==> config.mk <==
export PLATFORM = sky130hd
export DESIGN_NAME = sound_glu_rw
export DESIGN_NICKNAME = d
export VERILOG_FILES = /design/src/rtl/sound_glu_rw.sv
export SDC_FILE = /design/constraint.sdc
export NUM_CORES = 1
export LEC_CHECK = 0
export ABC_AREA = 1
export CAP_MARGIN = 40
export CORE_MARGIN = 2
export CORE_UTILIZATION = 40
export DETAILED_ROUTE_END_ITERATION = 8
export DONT_BUFFER_PORTS = 1
export PLACE_DENSITY_LB_ADDON = 0.15
export SLEW_MARGIN = 20
export SYNTH_ARGS = -nofsm -noshare
export SYNTH_HDL_FRONTEND = slang
export SYNTH_SLANG_ARGS = --single-unit
==> constraint.sdc <==
create_clock -name clk_i -period 5.9 [get_ports clk_i]
set_clock_uncertainty 0.1 [all_clocks]
set_input_delay 1.18 -clock clk_i [delete_from_list [all_inputs] [get_ports clk_i]]
set_output_delay 1.18 -clock clk_i [all_outputs]
set_load 0.005 [all_outputs]
==> src/rtl/sound_glu_rw.sv <==
// Sound GLU register window at $C03C-$C03F: DOC / sound RAM access port
// and a two-stage volume + noise-gate audio path.
module sound_glu_rw #(
    parameter bit ENABLE = 1'b1,
    parameter int MEM_ADDR_W = 21,
    parameter logic [MEM_ADDR_W-1:0] RAM_BASE = 21'h0_4000,
    parameter int AUDIO_W = 16,
    parameter int GATE_THRESHOLD = 48
) (
    input  logic                      clk_i,
    input  logic                      reset_i,
    input  logic                      sel_i,
    input  logic [1:0]                addr_i,
    input  logic                      rw_n_i,
    input  logic [7:0]                data_i,
    output logic [7:0]                data_o,
    output logic                      mem_rd_o,
    output logic                      mem_wr_o,
    output logic [MEM_ADDR_W-1:0]     mem_addr_o,
    output logic [3:0]                mem_byte_en_o,
    output logic [31:0]               mem_data_o,
    input  logic                      mem_ready_i,
    input  logic [31:0]               mem_q_i,
    output logic                      doc_cs_o,
    output logic                      doc_we_o,
    output logic [7:0]                doc_addr_o,
    output logic [7:0]                doc_wdata_o,
    input  logic [7:0]                doc_rdata_i,
    input  logic signed [AUDIO_W-1:0] left_i,
    input  logic signed [AUDIO_W-1:0] right_i,
    input  logic                      audio_valid_i,
    output logic signed [AUDIO_W-1:0] audio_l_o,
    output logic signed [AUDIO_W-1:0] audio_r_o,
    output logic                      audio_valid_o
);

    localparam int PW   = AUDIO_W + 5;
    localparam int SMAX = (1 << (AUDIO_W - 1)) - 1;
    localparam int SMIN = -SMAX - 1;

    typedef enum logic [1:0] {IDLE = 2'd0, WR = 2'd1, RD = 2'd2} state_t;

    state_t state_q, state_d;

    logic                  ram_sel_q, auto_inc_q;
    logic [3:0]            vol_q;
    logic [15:0]           ptr_q;
    logic [7:0]            buf_q;
    logic [1:0]            lane_q;
    logic [MEM_ADDR_W-1:0] addr_q;
    logic [3:0]            be_q;
    logic [31:0]           wdata_q;
    logic                  busy, acc, data_acc, ram_go, doc_go;

    logic                      s1_v;
    logic signed [AUDIO_W-1:0] s1_l, s1_r;

    assign busy     = (state_q != IDLE);
    assign acc      = ENABLE && sel_i && !reset_i;
    assign data_acc = acc && (addr_i == 2'd1);
    // RAM accesses arriving while a request is outstanding are dropped
    assign ram_go   = data_acc && ram_sel_q && !busy;
    assign doc_go   = data_acc && !ram_sel_q;

    always_ff @(posedge clk_i) begin
        if (reset_i) state_q <= IDLE;
        else         state_q <= state_d;
    end

    always_comb begin
        state_d = state_q;
        unique case (state_q)
            IDLE:    if (ram_go) state_d = rw_n_i ? RD : WR;
            WR, RD:  if (mem_ready_i) state_d = IDLE;
            default: state_d = IDLE;
        endcase
    end

    always_ff @(posedge clk_i) begin
        if (reset_i) begin
            ram_sel_q  <= 1'b0;
            auto_inc_q <= 1'b0;
            vol_q      <= 4'hF;
            ptr_q      <= '0;
            buf_q      <= '0;
            lane_q     <= '0;
            addr_q     <= '0;
            be_q       <= '0;
            wdata_q    <= '0;
        end else begin
            if (acc && !rw_n_i) begin
                case (addr_i)
                    2'd0: begin
                        ram_sel_q  <= data_i[6];
                        auto_inc_q <= data_i[5];
                        vol_q      <= data_i[3:0];
                    end
                    2'd2:    ptr_q[7:0]  <= data_i;
                    2'd3:    ptr_q[15:8] <= data_i;
                    default: ;
                endcase
            end
            if (ram_go) begin
                addr_q <= RAM_BASE + MEM_ADDR_W'(ptr_q[15:2]);
                be_q   <= 4'b0001 << ptr_q[1:0];
                lane_q <= ptr_q[1:0];
                if (!rw_n_i) wdata_q <= {4{data_i}};
            end
            if ((ram_go || doc_go) && auto_inc_q) ptr_q <= ptr_q + 16'd1;
            if (state_q == RD && mem_ready_i)
                buf_q <= mem_q_i[{lane_q, 3'b000} +: 8];
        end
    end

    always_comb begin
        data_o = '0;
        case (addr_i)
            2'd0:    data_o = {busy, ram_sel_q, auto_inc_q, 1'b0, vol_q};
            2'd1:    data_o = (ram_sel_q || !ENABLE) ? buf_q : doc_rdata_i;
            2'd2:    data_o = ptr_q[7:0];
            2'd3:    data_o = ptr_q[15:8];
            default: data_o = '0;
        endcase
    end

    assign mem_wr_o      = (state_q == WR);
    assign mem_rd_o      = (state_q == RD);
    assign mem_addr_o    = addr_q;
    assign mem_byte_en_o = be_q;
    assign mem_data_o    = wdata_q;

    assign doc_cs_o    = doc_go;
    assign doc_we_o    = doc_go && !rw_n_i;
    assign doc_addr_o  = doc_go ? ptr_q[7:0] : 8'h00;
    assign doc_wdata_o = doc_go ? data_i : 8'h00;

    // volume 0..15 maps to a gain of (v+1)/16
    function automatic logic signed [AUDIO_W-1:0] scale(
        input logic signed [AUDIO_W-1:0] s,
        input logic [3:0]                v
    );
        logic signed [PW-1:0] p;
        p = PW'(s) * $signed(PW'({1'b0, v} + 5'd1));
        p = p >>> 4;
        if (p > PW'(SMAX))      scale = AUDIO_W'(SMAX);
        else if (p < PW'(SMIN)) scale = AUDIO_W'(SMIN);
        else                    scale = AUDIO_W'(p);
    endfunction

    function automatic logic signed [AUDIO_W-1:0] noise_gate(
        input logic signed [AUDIO_W-1:0] v
    );
        logic signed [AUDIO_W:0] w, mag;
        w   = (AUDIO_W+1)'(v);
        mag = (w < 0) ? -w : w;
        noise_gate = v;
        if (GATE_THRESHOLD != 0 && mag < (AUDIO_W+1)'(GATE_THRESHOLD))
            noise_gate = '0;
    endfunction

    always_ff @(posedge clk_i) begin
        if (reset_i) begin
            s1_v          <= 1'b0;
            s1_l          <= '0;
            s1_r          <= '0;
            audio_valid_o <= 1'b0;
            audio_l_o     <= '0;
            audio_r_o     <= '0;
        end else if (ENABLE) begin
            s1_v <= audio_valid_i;
            if (audio_valid_i) begin
                s1_l <= scale(left_i, vol_q);
                s1_r <= scale(right_i, vol_q);
            end
            audio_valid_o <= s1_v;
            if (s1_v) begin
                audio_l_o <= noise_gate(s1_l);
                audio_r_o <= noise_gate(s1_r);
            end
        end
    end

endmodule

* Word level (Yosys, flattened, before mapping)
Cells that the tools add are included. Widths: inputs -> output; s select.
Word-level totals: register bits 157, bits in latches 0, memory bits (writable) 0, bits in read-only memories 0, bits of input ports 88, output and inout port bits 118, word-level logic and storage cells 88, memories kept 0
Cells by class: $add $sub $neg 5, multiply operators 2, divide/modulo/power cells 0, order comparisons 8, eq/ne operators 7, shift operators 2, muxes and demuxes 20, bitwise gates (word level) 1, reduce and logical (&&, ||, !) cells 26
Operators by type and width (count):
- $mux 16 | 8
- $mul 16x6->21 | 2
- $mux 8 | 5
- $gt 17x16->1 const B | 2
- $lt 17x16->1 const B | 2
- $lt 17x7->1 const B | 2
- $mux 17 | 2
- $neg 16->17 | 2
- $lt 16x1->1 const B | 2
- $pmux 8 s4 | 1
- $shiftx 32x6->8 | 1
- $add 15x14->16 const A | 1
- $add 16x1->16 const B | 1
- $reduce_and 2->1 | 5
- $logic_and 1x1->1 | 9
- $reduce_bool 2->1 | 4
- $eq 2x2->1 const B | 3
- $mux 2 | 3
- $add 4x1->5 const B | 1
- $eq 2x1->1 const B | 2
- $logic_not 1->1 | 4
- $logic_not 2->1 | 2
- $ne 2x2->1 const B | 2
- $pmux 2 s2 | 1
- 4 further kinds | 4

* Depth between registers and ports, before layout
depth after elaboration 9, depth in mapped cells 26, gate-level depth less buffers 24

* Least setup slack after synthesis
Ideal clock, no wire load.
kind input port to flip-flop, start point input port left_i[15], end point register s1_l[10], library setup time 0.122 ns, data arrival time 4.504 ns, data required time 5.678 ns, setup slack 1.174 ns, stages on the path 19, path buffers 1, cells stage by stage inv_1 nor2_1 inv_1 fa_1 inv_1 fa_1 inv_1 fa_1 inv_1 ha_1 a21oi_1 nand2_1 a21oi_1 nand3_1 nand2_2 nand2_2 a21oi_4 buf_6 a21oi_2
On the way: word-level cells in the longest chain between the ends 4, elaborated cells on any way between the ends 5, those cells by class mul (1); order compare (2); mux (2)
Ends and longest elaborated chain:
- start, declared | RTL line 29 | input logic signed [AUDIO_W-1:0] left_i,
- $mul 16x6->21 * | RTL line 143 | p = PW'(s) * $signed(PW'({1'b0, v} + 5'd1));
- $lt 17x16->1 | RTL line 146 | else if (p < PW'(SMIN)) scale = AUDIO_W'(SMIN);
- $mux 16 | RTL line 146
- $mux 16 * | RTL line 145 | if (p > PW'(SMAX)) scale = AUDIO_W'(SMAX);
- end signal, assigned | RTL line 172 | s1_l <= scale(left_i, vol_q);
- end, declared | RTL line 56 | logic signed [AUDIO_W-1:0] s1_l, s1_r;
Every way passes the cells marked *; elsewhere a longest branch is shown, timed or not. A chain may end at the register's enable or synchronous reset.

* Worst setup path in the final report
start point register vol_q[0], end point register s1_l[0]
On the way: word-level cells in the longest chain between the ends 5, elaborated cells on any way between the ends 6, those cells by class add/sub (1); mul (1); order compare (2); mux (2)
Ends and longest elaborated chain:
- start, declared | RTL line 46 | logic [3:0] vol_q;
- start signal, assigned | RTL line 96 | vol_q <= data_i[3:0];
- $add 4x1->5 * | RTL line 143
- $mul 16x6->21 * | RTL line 143
- $lt 17x16->1 | RTL line 146
- $mux 16 | RTL line 146
- $mux 16 * | RTL line 145
Marked as above.

==> summary.md <==
| Metric | Value |
|---|---|
| Initial Util | 0.4029 |
| Fmax achieved | approximately 190 MHz |
| Worst EP required | a little over 6 ns |
| P_sw | ~0.0011 W |
| Area contributors post-synth | dfxtp_1, fa_1, inv_1, nand2_1, ha_1 |
| NumNets Final | roughly 2,100 |
| Clock power frac | 0.355 |
| Maximum fanout along the worst path | 32 |
| Worst R2R Setup Slack | roughly 0.68 ns |
| Resize count post-CTS | 0 |
| Number of synthesized register bits | 127 |
| Die area | 32,980 µm² |
| DRC violations left | 0 |
| Share of power burned in registers | 0.321 |
| Slew at the pin closest to its max-slew limit | 0.7269 ns |
| Number of post-CTS setup repair buffers | 0 |
| Post-synth EDFFs | 0 |
| Total gr overflow | 0 |
| Synth cell count leaders | inv_1, nand2_1, nor2_1 |
| Final ANT Viol Nets | 0 |
| Switching power share of the total | 0.3730 |
| CORE AREA | 31,310 µm² |
| Cell accounting for the most synthesized area | dfxtp_1 |
| Most common cell in the netlist | inv_1 |
| CTS tree | yes |
| Yosys top cell area share | 0.2015 |
| Post-synth top flop | dfxtp_1 |
| Final Critical Period | ~5.2 ns |
| Area Growth Syn to Fin | 5.841% |
| H-tree lvl count | 4 |
| CP Capture Type | flop |
| Setup violations, final | 0 |
| # hold bufs at CTS | 0 |
| Vias | approximately 11,000 |
| Setup TNS | 0 ns |
| Max-cap viol count | 0 |
| Rows | 65 |
| Post-synthesis cell type count | 48 |
| Average wire per standard cell | roughly 15 µm |
| CTS Buffer Depth | 2 |
| Vias/cell | a little under 5 |
| Crit start category | flop |
| Final period util | 0.8850 |
| Placer Congestion | 0.9182 |
| Clock Latency Late Sink | 0.42 ns |
| Syn Area/Cell | ~6.7 µm² |
| Drt pass-1 iters | 6 |
| Crit path DAT | around 5.4 ns |
| Crit path kind | flop to flop |
| Leakage | around 7 nW |
| Rel. slew slack | 0.5147 |
| Antenna violations before repair | 0 |
| Starting DRT DRC Count | 596 |
| Root Driver | clkbuf_16 |
| Largest net degree at the start of global routing | 56 |
| Chip Height | roughly 180 µm |
| ANT cells | 0 |
| GRT Overall Usage | 0.2045 |
| Post-synthesis async set-or-reset flop share | 0 |
| Global-route wire length before repair | 54.99 mm |
| Final hold violations | 0 |
| Yosys warns | 0 |
| Final Max Tran Viols | 0 |
| Register area share after synthesis | 0.2015 |
| Maximum vdd drop | 0.2040 mV |
| PwrDens | 226.3 nW/µm² |
| Status | complete, no violations |
| Die W | between 150 and 200 µm |
| Combinational share of power | 0.323 |
| TritonCTS Sinks | around 130 |
| Hold_ws | 0.3782 ns |
| P_int | about 0.0019 W |
| Vias in the first global route | around 11,000 |
| Num CTS Buffers | 17 |
| Final wirelength | about 33 mm |
| Cells after Synth | roughly 1,900 |
| Clock-pin slew on the worst setup and hold paths | approximately 0.06 ns |
| RSZ-0062 raised after global routing | no |
| Post-DP HPWL | about 26 mm |
| Port Buffers | 0 |
| Number of I/O pins | 206 |
| Share of layout cells above drive strength 1 | 0.06148 |
| Hold Path Class | flop to flop |
| Mapped cell area | 12,620 µm² |
[final cells by class]
class / count / area (µm²)
clock buffer: 19 / 442.9
multi-input combinational: 1257 / 8034
sequential: 127 / 2542
clock inverter: 13 / 155.1
timing repair buffer: 13 / 137.6
tap: 402 / 503.0
fill: 3360 / 17960
inverter: 409 / 1538
[layout by cell type, fill, tap and decap left out, types with 9 or more instances in the layout]
master	synthesis	final
nand2_1	393	393
dfxtp_1	127	127
inv_1	400	399
buf_4	31	10
xnor2_1	9	9
a21oi_1	123	123
xor2_1	22	21
a21oi_2	23	23
nor3_1	10	10
clkbuf_16	0	17
nand4_1	12	12
fa_1	96	96
nand3_1	52	52
ha_1	78	78
nor2_1	233	233
nand2_2	14	14
o21ai_0	100	100
[power by group through the flow]
| stage | combinational [W] | sequential [W] | clock (W) |
|---|---|---|---|
| CTS | 0.000991 | 0.000971 | 0.00110 |
| detailed placement | 0.000984 | 0.000990 | 0 |
| floorplan | 0.000808 | 0.000962 | 0 |
| finish | 0.000977 | 0.000971 | 0.00107 |
| global route | 0.00115 | 0.000980 | 0.00113 |
| global placement | 0.000973 | 0.000991 | 0 |
[logic make-up after synthesis]
kind of cell    after synthesis  share of synthesized area
fa+ha+maj                   174                     0.2297
flops                       127                     0.2015
buf+inv                     502                     0.1637
compound gates              302                     0.1385
xor+xnor                     31                    0.02152
other cells                   1                  0.0002972
simple gates                744                     0.2448
[worst paths after layout]
| path | from | to | cells after the start |
|---|---|---|---|
| min | audio_l_o[11] | audio_l_o[11] | 2 |
| min reg2reg | audio_l_o[11] | audio_l_o[11] | 2 |
| max | vol_q[0] | s1_l[0] | 19 |
| max reg2reg | vol_q[0] | s1_l[0] | 19 |
[critical path, cell delays in order (launching register included)]
cell and delay [ns]:
dfxtp_1 0.36, buf_4 0.41, nand3_1 0.19, xor2_2 0.19, buf_4 0.38, nor2_1 0.09, ha_1 0.34, fa_1 0.55
inv_1 0.06, fa_1 0.53, inv_1 0.04, ha_1 0.34, a21oi_1 0.25, o21ai_0 0.15, a21oi_1 0.19, nand3_1 0.10
nand2_2 0.10, inv_1 0.07, a21oi_4 0.47, a21oi_1 0.12
[sequential cells by signal, indices dropped and copies added (netlist names), 8 cells and up]
name,cells
audio_l_o,16
audio_r_o,16
ptr_q,16
s1_l,16
s1_r,16
mem_addr_o,15
buf_q,8
mem_data_o,8
[metal layers]
metal	global-route usage	wire [µm]
met3	0.03991	1931
met2	0.3508	15270
met1	0.2636	15160
met5	0	0
met4	0.05268	512
[per-stage QoR]
step	setup slack [ns]	utilization	total power, W	std cells	area, µm²
detailed placement	0.7210	0.4074	0.001974	2208	12750
global placement	0.7247	0.4054	0.001963	2205	12690
global route	0.2091	0.4265	0.003258	2240	13350
CTS	0.6713	0.4265	0.003060	2240	13350
floorplan	1.174	-	0.001771	1886	12630
finish	0.6786	0.4265	0.003022	2240	13350
Note: power is estimated with default switching activity, not from simulation.
